`src/rtl/sram_req_arbiter_pkg.sv`:
```
// Shared types for the sram-like request arbiter.
// Holds FSM encoding, requester ids and the strobe-to-size mapping.
package arb_pkg;

  typedef enum logic [1:0] {
    ARB_IDLE,
    ARB_INST,
    ARB_DATA
  } arb_state_t;

  localparam logic REQ_INST = 1'b0;
  localparam logic REQ_DATA = 1'b1;

  function automatic logic [1:0] strb_to_size(
    input logic [3:0] strb
  );
    logic [2:0] n;
    n = {2'b0, strb[0]} + {2'b0, strb[1]}
      + {2'b0, strb[2]} + {2'b0, strb[3]};
    case (n)
      3'd1:    return 2'd0;
      3'd2:    return 2'd1;
      default: return 2'd2;
    endcase
  endfunction

endpackage

```
`src/rtl/sram_req_arbiter_if.sv`:
```
// One sram-like channel: request fields plus addr/data handshake.
// master drives requests, slave answers them.
interface sram_req_arbiter_if;
  logic        req;
  logic        wr;
  logic [1:0]  size;
  logic [3:0]  strb;
  logic [31:0] addr;
  logic [31:0] wdata;
  logic [31:0] rdata;
  logic        addr_ok;
  logic        data_ok;

  modport master (
    output req, wr, size, strb, addr, wdata,
    input  rdata, addr_ok, data_ok
  );

  modport slave (
    input  req, wr, size, strb, addr, wdata,
    output rdata, addr_ok, data_ok
  );
endinterface

```
`src/rtl/sram_req_arbiter_route_fifo.sv`:
```
// Route FIFO: remembers the owner of each accepted request
// so in-order responses can be steered back.
module arb_route_fifo #(
  parameter int DEPTH = 2
) (
  input  logic clk,
  input  logic resetn,
  input  logic push,
  input  logic pop,
  input  logic din,
  output logic dout,
  output logic full,
  output logic empty
);

  localparam int PW = (DEPTH > 1) ? $clog2(DEPTH) : 1;
  localparam int CW = $clog2(DEPTH) + 1;

  logic [DEPTH-1:0] mem;
  logic [PW-1:0]    wp;
  logic [PW-1:0]    rp;
  logic [CW-1:0]    cnt;
  logic             do_push;
  logic             do_pop;

  function automatic logic [PW-1:0] nxt(
    input logic [PW-1:0] p
  );
    return (p == PW'(DEPTH - 1)) ? '0 : p + 1'b1;
  endfunction

  assign full    = (cnt == CW'(DEPTH));
  assign empty   = (cnt == '0);
  assign do_push = push & ~full;
  assign do_pop  = pop & ~empty;
  assign dout    = mem[rp];

  always_ff @(posedge clk) begin
    if (do_push) mem[wp] <= din;
  end

  always_ff @(posedge clk) begin
    if (!resetn) begin
      wp  <= '0;
      rp  <= '0;
      cnt <= '0;
    end else begin
      if (do_push) wp <= nxt(wp);
      if (do_pop)  rp <= nxt(rp);
      case ({do_push, do_pop})
        2'b10:   cnt <= cnt + 1'b1;
        2'b01:   cnt <= cnt - 1'b1;
        default: cnt <= cnt;
      endcase
    end
  end

endmodule

```
`src/rtl/sram_req_arbiter.sv`:
```
// Data-over-instruction arbiter onto one sram-like master port.
// Define ARB_STARVE_GUARD_EN to let instruction win after STARVE_LIMIT data grants.
module sram_req_arbiter
  import arb_pkg::*;
#(
  parameter int MAX_OUTSTANDING = 2,
  parameter int STARVE_LIMIT    = 4
) (
  input  logic clk,
  input  logic resetn,
  sram_req_arbiter_if.slave  inst,
  sram_req_arbiter_if.slave  data,
  sram_req_arbiter_if.master m,
  output logic arb_err
);

  if (MAX_OUTSTANDING < 1 || STARVE_LIMIT < 1) begin : g_bad_cfg
    $error("sram_req_arbiter: bad parameters");
  end

  arb_state_t state;
  arb_state_t state_n;
  logic       grant_inst;
  logic       grant_data;
  logic       accept;
  logic       full;
  logic       empty;
  logic       head;
  logic       pop;
  logic       inst_first;

`ifdef ARB_STARVE_GUARD_EN
  localparam int SW = $clog2(STARVE_LIMIT + 1);
  logic [SW-1:0] starve_cnt;

  assign inst_first = inst.req & (starve_cnt == SW'(STARVE_LIMIT));

  always_ff @(posedge clk) begin
    if (!resetn)
      starve_cnt <= '0;
    else if (!inst.req || (accept && grant_inst))
      starve_cnt <= '0;
    else if (accept && grant_data && starve_cnt != SW'(STARVE_LIMIT))
      starve_cnt <= starve_cnt + 1'b1;
  end
`else
  assign inst_first = 1'b0;
`endif

  always_ff @(posedge clk) begin
    if (!resetn) state <= ARB_IDLE;
    else         state <= state_n;
  end

  always_comb begin
    state_n    = state;
    grant_inst = 1'b0;
    grant_data = 1'b0;
    unique case (state)
      ARB_IDLE: begin
        if (!full) begin
          if (inst_first)    grant_inst = 1'b1;
          else if (data.req) grant_data = 1'b1;
          else if (inst.req) grant_inst = 1'b1;
        end
        if (grant_inst && !m.addr_ok) state_n = ARB_INST;
        if (grant_data && !m.addr_ok) state_n = ARB_DATA;
      end
      ARB_INST: begin
        grant_inst = ~full;
        if (!inst.req || m.addr_ok) state_n = ARB_IDLE;
      end
      ARB_DATA: begin
        grant_data = ~full;
        if (!data.req || m.addr_ok) state_n = ARB_IDLE;
      end
      default: state_n = ARB_IDLE;
    endcase
  end

  always_comb begin
    m.req   = 1'b0;
    m.wr    = 1'b0;
    m.size  = 2'd0;
    m.strb  = 4'd0;
    m.addr  = '0;
    m.wdata = '0;
    if (grant_data) begin
      m.req   = data.req;
      m.wr    = data.wr;
      m.size  = strb_to_size(data.strb);
      m.strb  = data.strb;
      m.addr  = data.addr;
      m.wdata = data.wdata;
    end else if (grant_inst) begin
      m.req   = inst.req;
      m.wr    = inst.wr;
      m.size  = inst.size;
      m.strb  = 4'b1111;
      m.addr  = inst.addr;
      m.wdata = inst.wdata;
    end
  end

  assign accept       = m.req & m.addr_ok;
  assign inst.addr_ok = m.addr_ok & grant_inst;
  assign data.addr_ok = m.addr_ok & grant_data;

  arb_route_fifo #(
    .DEPTH (MAX_OUTSTANDING)
  ) u_route (
    .clk    (clk),
    .resetn (resetn),
    .push   (accept),
    .pop    (pop),
    .din    (grant_data ? REQ_DATA : REQ_INST),
    .dout   (head),
    .full   (full),
    .empty  (empty)
  );

  assign pop          = m.data_ok & ~empty;
  assign inst.data_ok = pop & (head == REQ_INST);
  assign data.data_ok = pop & (head == REQ_DATA);
  assign inst.rdata   = inst.data_ok ? m.rdata : '0;
  assign data.rdata   = data.data_ok ? m.rdata : '0;

  // a response with nothing outstanding means the bridge and arbiter disagree
  always_ff @(posedge clk) begin
    if (!resetn)                arb_err <= 1'b0;
    else if (m.data_ok & empty) arb_err <= 1'b1;
  end

endmodule
```
`src/flat_wrapper.sv`:
```
// flat-port wrapper written by rule: the top's interface ports become plain ports
module sram_req_arbiter_flat import arb_pkg::*;
#(
  parameter int MAX_OUTSTANDING = 2,
  parameter int STARVE_LIMIT    = 4
)
  (clk, resetn, arb_err, inst_req, inst_wr, inst_size, inst_strb, inst_addr, inst_wdata, inst_rdata, inst_addr_ok, inst_data_ok, data_req, data_wr, data_size, data_strb, data_addr, data_wdata, data_rdata, data_addr_ok, data_data_ok, m_req, m_wr, m_size, m_strb, m_addr, m_wdata, m_rdata, m_addr_ok, m_data_ok);
  sram_req_arbiter_if inst_i ();
  sram_req_arbiter_if data_i ();
  sram_req_arbiter_if m_i ();
  input  logic clk;
  input  logic resetn;
  output logic arb_err;
  input wire logic [$bits(inst_i.req)-1:0] inst_req;
  input wire logic [$bits(inst_i.wr)-1:0] inst_wr;
  input wire logic [$bits(inst_i.size)-1:0] inst_size;
  input wire logic [$bits(inst_i.strb)-1:0] inst_strb;
  input wire logic [$bits(inst_i.addr)-1:0] inst_addr;
  input wire logic [$bits(inst_i.wdata)-1:0] inst_wdata;
  output wire logic [$bits(inst_i.rdata)-1:0] inst_rdata;
  output wire logic [$bits(inst_i.addr_ok)-1:0] inst_addr_ok;
  output wire logic [$bits(inst_i.data_ok)-1:0] inst_data_ok;
  input wire logic [$bits(data_i.req)-1:0] data_req;
  input wire logic [$bits(data_i.wr)-1:0] data_wr;
  input wire logic [$bits(data_i.size)-1:0] data_size;
  input wire logic [$bits(data_i.strb)-1:0] data_strb;
  input wire logic [$bits(data_i.addr)-1:0] data_addr;
  input wire logic [$bits(data_i.wdata)-1:0] data_wdata;
  output wire logic [$bits(data_i.rdata)-1:0] data_rdata;
  output wire logic [$bits(data_i.addr_ok)-1:0] data_addr_ok;
  output wire logic [$bits(data_i.data_ok)-1:0] data_data_ok;
  output wire logic [$bits(m_i.req)-1:0] m_req;
  output wire logic [$bits(m_i.wr)-1:0] m_wr;
  output wire logic [$bits(m_i.size)-1:0] m_size;
  output wire logic [$bits(m_i.strb)-1:0] m_strb;
  output wire logic [$bits(m_i.addr)-1:0] m_addr;
  output wire logic [$bits(m_i.wdata)-1:0] m_wdata;
  input wire logic [$bits(m_i.rdata)-1:0] m_rdata;
  input wire logic [$bits(m_i.addr_ok)-1:0] m_addr_ok;
  input wire logic [$bits(m_i.data_ok)-1:0] m_data_ok;
  assign inst_i.req = inst_req;
  assign inst_i.wr = inst_wr;
  assign inst_i.size = inst_size;
  assign inst_i.strb = inst_strb;
  assign inst_i.addr = inst_addr;
  assign inst_i.wdata = inst_wdata;
  assign inst_rdata = inst_i.rdata;
  assign inst_addr_ok = inst_i.addr_ok;
  assign inst_data_ok = inst_i.data_ok;
  assign data_i.req = data_req;
  assign data_i.wr = data_wr;
  assign data_i.size = data_size;
  assign data_i.strb = data_strb;
  assign data_i.addr = data_addr;
  assign data_i.wdata = data_wdata;
  assign data_rdata = data_i.rdata;
  assign data_addr_ok = data_i.addr_ok;
  assign data_data_ok = data_i.data_ok;
  assign m_req = m_i.req;
  assign m_wr = m_i.wr;
  assign m_size = m_i.size;
  assign m_strb = m_i.strb;
  assign m_addr = m_i.addr;
  assign m_wdata = m_i.wdata;
  assign m_i.rdata = m_rdata;
  assign m_i.addr_ok = m_addr_ok;
  assign m_i.data_ok = m_data_ok;
  sram_req_arbiter #(.MAX_OUTSTANDING(MAX_OUTSTANDING), .STARVE_LIMIT(STARVE_LIMIT)) u_core (.clk(clk), .resetn(resetn), .inst(inst_i), .data(data_i), .m(m_i), .arb_err(arb_err));
endmodule
```
`config.mk`:
```
export PLATFORM = sky130hd
export DESIGN_NAME = sram_req_arbiter_flat
export DESIGN_NICKNAME = d
export VERILOG_FILES = /design/src/rtl/sram_req_arbiter_pkg.sv /design/src/rtl/sram_req_arbiter_if.sv /design/src/rtl/sram_req_arbiter_route_fifo.sv /design/src/rtl/sram_req_arbiter.sv /design/src/flat_wrapper.sv
export SDC_FILE = /design/constraint.sdc
export NUM_CORES = 1
export LEC_CHECK = 0
export ABC_AREA = 1
export BUFFER_PORTS_ARGS = -buffer_cell sky130_fd_sc_hd__buf_2
export CORE_AREA = 2 2 124 126
export DETAILED_ROUTE_END_ITERATION = 12
export DIE_AREA = 0 0 126 128
export PLACE_DENSITY = 0.46
export SYNTH_ARGS = -nofsm -noshare
export SYNTH_HDL_FRONTEND = slang
export SYNTH_HIERARCHICAL = 1
export SYNTH_SLANG_ARGS = --single-unit
```
`constraint.sdc`:
```
create_clock -name clk -period 4 [get_ports clk]
set_input_delay 0.2 -clock clk [delete_from_list [all_inputs] [get_ports clk]]
set_output_delay 0.2 -clock clk [all_outputs]
set_load 0.01 [all_outputs]
```
# Word-level counts from Yosys, hierarchy flattened
# Index checks and enable logic that the tools add are counted.
# op_classes
n_reduce_logical	12
n_addsub	7
eq_ne	10
n_lt_le_gt_ge	3
muxes	38
bitwise	12
# op_table
cell	n
32-bit two-way mux	6
1-bit two-way mux	17
2-bit two-way mux	6
1-bit bitwise AND	9
4-bit two-way mux	2
2-bit one-hot mux with 2 select lines	2
3-bit by 1-bit adder with 3-bit output	2
2-bit equality test, second input constant	3
2-bit one-hot mux with 3 select lines	1
2-bit by 1-bit equality test with 1-bit output, second input constant	2
2-bit logical NOT	2
1-bit by 2-bit < comparator with 1-bit output, second input constant	2
2-bit by 1-bit inequality test with 1-bit output, second input constant	2
1-bit one-hot mux with 2 select lines	2
3-bit by 1-bit equality test with 1-bit output, second input constant	1
3-bit by 2-bit equality test with 1-bit output, second input constant	1
1-bit logical AND	3
1-bit logical NOT	3
3-bit by 1-bit inequality test with 1-bit output, second input constant	1
1-bit inverter	3
3-bit AND reduction	1
1-bit adder, second input constant	2
1-bit by 1-bit adder with 2-bit output	1
2-bit by 1-bit adder with 2-bit output, second input constant	1
other kinds (6)	7
# word_totals
regBits	9
in_bits	180
word_cells	88
out_inout_bits	141

# Logic depth before layout (Yosys ltp)
# depth
word_depth	11
depth_mapped	15
ltp_nobuf	14

# Cells and area by module
# The synthesis kept the hierarchy.
# modules_own_cells
module	area_each_um2	seq_area_each_um2	instances	cells_per_inst
sram_req_arbiter	1669.1	60.1	1	381
arb_route_fifo	306.5	140.1	1	40

# Worst setup path after synthesis
# Ideal clock, no wire load.
# synth_timing
path_kind	register to register
from	register u_core.u_route.cnt[0]
to	register u_core.u_route.cnt[1]
path_stages_with_launch	15
slack_ps	2060
period_less_slack_ps	1940
t_arrival_ps	1876
cell_sequence	dfxtp_1 > nor2_2 > nor2_2 > buf_4 > nand3_1 > a21oi_1 > inv_1 > nor2_2 > inv_1 > ha_1 > inv_1 > nand2_1 > nor2_1 > nor2_1 > nor2_1
# synth_between
elab_chain_len	10
# synth_lines
item	line	rtl
from (decl)	sram_req_arbiter_route_fifo.sv:22	logic [CW-1:0] cnt;
from (signal assigned)	sram_req_arbiter_route_fifo.sv:51	2'b10: cnt <= cnt + 1'b1;
from (signal assigned)	sram_req_arbiter_route_fifo.sv:52	2'b01: cnt <= cnt - 1'b1;
from (signal assigned)	sram_req_arbiter_route_fifo.sv:53	default: cnt <= cnt;
2-bit equality test (*)	sram_req_arbiter_route_fifo.sv:32	assign full = (cnt == CW'(DEPTH));
net u_core.full	sram_req_arbiter.sv:26	logic full;
1-bit two-way mux	sram_req_arbiter.sv:61	if (!full) begin
1-bit two-way mux	sram_req_arbiter.sv:59	unique case (state)
1-bit one-hot mux with 2 select lines	sram_req_arbiter.sv:59	
1-bit two-way mux	sram_req_arbiter.sv:95	end else if (grant_inst) begin
1-bit two-way mux (*)	sram_req_arbiter.sv:88	if (grant_data) begin
1-bit bitwise AND (*)	sram_req_arbiter.sv:105	assign accept = m.req & m.addr_ok;
net u_core.accept	sram_req_arbiter.sv:25	logic accept;
1-bit bitwise AND (*)	sram_req_arbiter_route_fifo.sv:34	assign do_push = push & ~full;
2-bit by 1-bit equality test with 1-bit output or 2-bit equality test (tied branches)	sram_req_arbiter_route_fifo.sv:50	case ({do_push, do_pop})
2-bit one-hot mux with 2 select lines or 2-bit nonzero test (tied branches)	--	
# Mark *: on every way through the listed nets, which the timed path passes. The rest lies on a longest branch. The select of a mux whose other input is x is not followed.
# A chain may end at the register's enable or synchronous reset.

# Worst setup path in the final report
# layout_timing
from	register u_core.u_route.cnt[0]
to	output port m_addr[10]
# layout_between
elab_chain_len	6
# layout_lines
item	line	rtl
2-bit equality test (*)	sram_req_arbiter_route_fifo.sv:32	
net u_core.full	sram_req_arbiter.sv:26	
1-bit two-way mux	sram_req_arbiter.sv:61	
1-bit two-way mux	sram_req_arbiter.sv:59	
1-bit one-hot mux with 2 select lines	sram_req_arbiter.sv:59	
32-bit two-way mux	sram_req_arbiter.sv:95	
32-bit two-way mux (*)	sram_req_arbiter.sv:88	
to (decl)	flat_wrapper.sv:36	output wire logic [$bits(m_i.addr)-1:0] m_addr;
# Marked as above.

==> impl_results.md <==
* Status: finished, final reports clean
* IO Pins at 321
* Ant diodes at 0
* Commonest non-fill, non-tap cell in the layout: buf_2
* Ys Warns at 6
* Max-Slew Margin vs Limit at 0.301
* Yosys top cell by area: nand2_1
* Number of synthesized register bits at 9
* Hold Buf Count CTS at 0
* Kind of critical path: flop to output pin
* CTS clk-pin slew, worst paths at 0.04 ns
* Post-Place Setup Slack at 1.63 ns
* GRT Total Usage at 0.114
* PnR Total Power at 0.747 mW
* Syn Inst Count at 421
* Most frequent cells in the layout: buf_2, nand2_1, nor2_1, nand3_1, inv_1
* Fin Clk Skew at 0.00116 ns
* Final Util at 0.253
* Ratio of cells with drive above 1 in the final layout at 0.466
* TritonCTS clock tree: done
* CP required at 3.80 ns
* Die area at 16,100 um^2
* Syn Std Cell Area at 1980 um^2
* Die Ht at 128 um
* I/O Buffers at 314
* Crit. End Element: output pin
* Post_cts resized at 0
* Fmax achieved at 390 MHz
* Fin nets at 901
* Clk_lat worst skew at 0.23 ns
* Sink Count at 9
* Initial DRT Pass Iterations at 4
* CTS Buf Count at 3
* Drt via density at 3.97
* Hold crit path type: input port to flop
* Syn nets at 605
* Worst Path Max Fanout at 50
* Fillers at 1,789
* Top cell type's share of synthesized area at 0.281
* Rows at 45
* Final setup violation count at 0
* Setup bufs post-CTS at 0
* CTS max path bufs at 2
* Standby leakage power at 2.64 nW
* Dpl cell area at 3680 um^2
* Area contributors post-synth: nand2_1, nand3_1, nor2_1
* DP HPWL at 8690 um
* Placed Cells at 900
* RSZ-0062 raised after global routing: no
* Worst vdd ir at 0.000152 V
* Number of DRC markers in iteration 0 at 126
* Pwr Density at 199 nW/um^2
* Syn avg cell area at 4.69 um^2
* H-tree lvl count at 1
* MaxCap Viol Count at 0
* Final Hold Vio Count at 0
* Number of global-route vias before repair at 3,199
* Distinct cells, synth at 24
* Die outline width at 126 um
* Layout area overhead at 90.4%
* First-pass GRT wire length at 15,400 um
* Initial antenna violation count at 0
* Fin area at 3760 um^2
* Final worst setup slack at 1.44 ns
* Core area at 14,900 um^2
* Largest net degree at the start of global routing at 69
* RD Place Congestion at 0.742
* Remaining Overflow, GRT at 0
* DRC at 0
* Period minus WS final at 2.56 ns
* Seq/Total Area, Yosys at 0.101
* Total Routed Length at 10,300 um
* Hold WS at 0.222 ns
* Initial core utilization at 0.133
* Crit share post-route at 0.641
* Vias at 3,591
* Detailed-route wire length per cell at 11.4 um
* Final TNS setup at 0 ns
* Finished Layout Cells at 904
* Antenna Nets Post-Route at 0
* Max Slew Vio Count at 0
* Worst Setup Start Kind: flop
* Root Buffer Master: clkbuf_16
* Slew @ Worst Pin at 1.05 ns
* Worst Path Arrival at 2.36 ns
==> critical path, stage by stage, from the launching register on <==
cell     delay, ns
dfxtp_1       0.44
nor2_2        0.12
inv_1         0.14
nand3_2       0.18
inv_2         0.67
buf_4         0.30
nand2_1       0.07
nand2_1       0.06
buf_2         0.13
==> where the power goes <==
group	total (mW)	internal (mW)	switching, mW
logic	0.465	0.193	0.272
clock network	0.178	0.133	0.0442
registers	0.105	0.0995	0.00533
total	0.747	0.426	0.321
==> cell type report <==
cell class,count,area (um^2),area share
repair buffers,318,1600,0.426
inverters,57,214,0.0569
multi-input cells,328,1430,0.381
well taps,188,235,0.0625
flip-flops and latches,9,200,0.0532
clock buffers,4,78.8,0.0210
==> layer usage <==
layer / vias to the layer above / GRT usage / routed length [um] / part of all wire
met5: - / 0 / 0 / 0
met4: 0 / 0.00970 / 13 / 0.0013
met3: 2 / 0.0288 / 959 / 0.093
met2: 186 / 0.235 / 5570 / 0.54
met1: 1534 / 0.120 / 3800 / 0.37
li1: 1869 / - / - / -
==> kinds of logic after synthesis <==
| family | after synthesis | synth area share |
|---|---|---|
| AND/OR/NAND/NOR | 312 | 0.657 |
| buffers and inverters | 84 | 0.178 |
| AO/OA/AOI/OAI | 11 | 0.0291 |
| flip-flops | 9 | 0.101 |
| adder cells (fa/ha/maj) | 4 | 0.0291 |
| multiplexers | 1 | 0.00570 |
==> flip-flops by register name (all words and copies together), names as in the netlist <==
register / cells
u_core/arb_err: 1
u_core/state: 2
u_core/u_route/cnt: 2
u_core/u_route/mem: 2
u_core/u_route/rp: 1
u_core/u_route/wp: 1
==> synth_stat cells (all sizes together) <==
master,count
nand2,149
nor2,87
nand3,72
inv,57
clkbuf,15
buf,12
dfxtp,7
o21ai,6
a21oi,4
ha,3
nand4,3
edfxtp,2
fa,1
mux2,1
nor3,1
o211ai,1
==> path summary, 6_finish.rpt <==
path | to | cells after the start | startpoint | slack [ns]
setup / recovery | m_addr[10] | 8 | u_core/u_route/cnt[0]$_SDFFE_PN0P_ | 1.44
hold / removal | u_core/arb_err$_SDFFE_PN0P_ | 3 | m_data_ok | 0.22
setup reg to reg | u_core/u_route/cnt[1]$_SDFFE_PN0P_ | 13 | u_core/u_route/cnt[0]$_SDFFE_PN0P_ | 2.02
hold reg to reg | u_core/arb_err$_SDFFE_PN0P_ | 2 | u_core/arb_err$_SDFFE_PN0P_ | 0.48
Power figures use the tool's default switching activity.
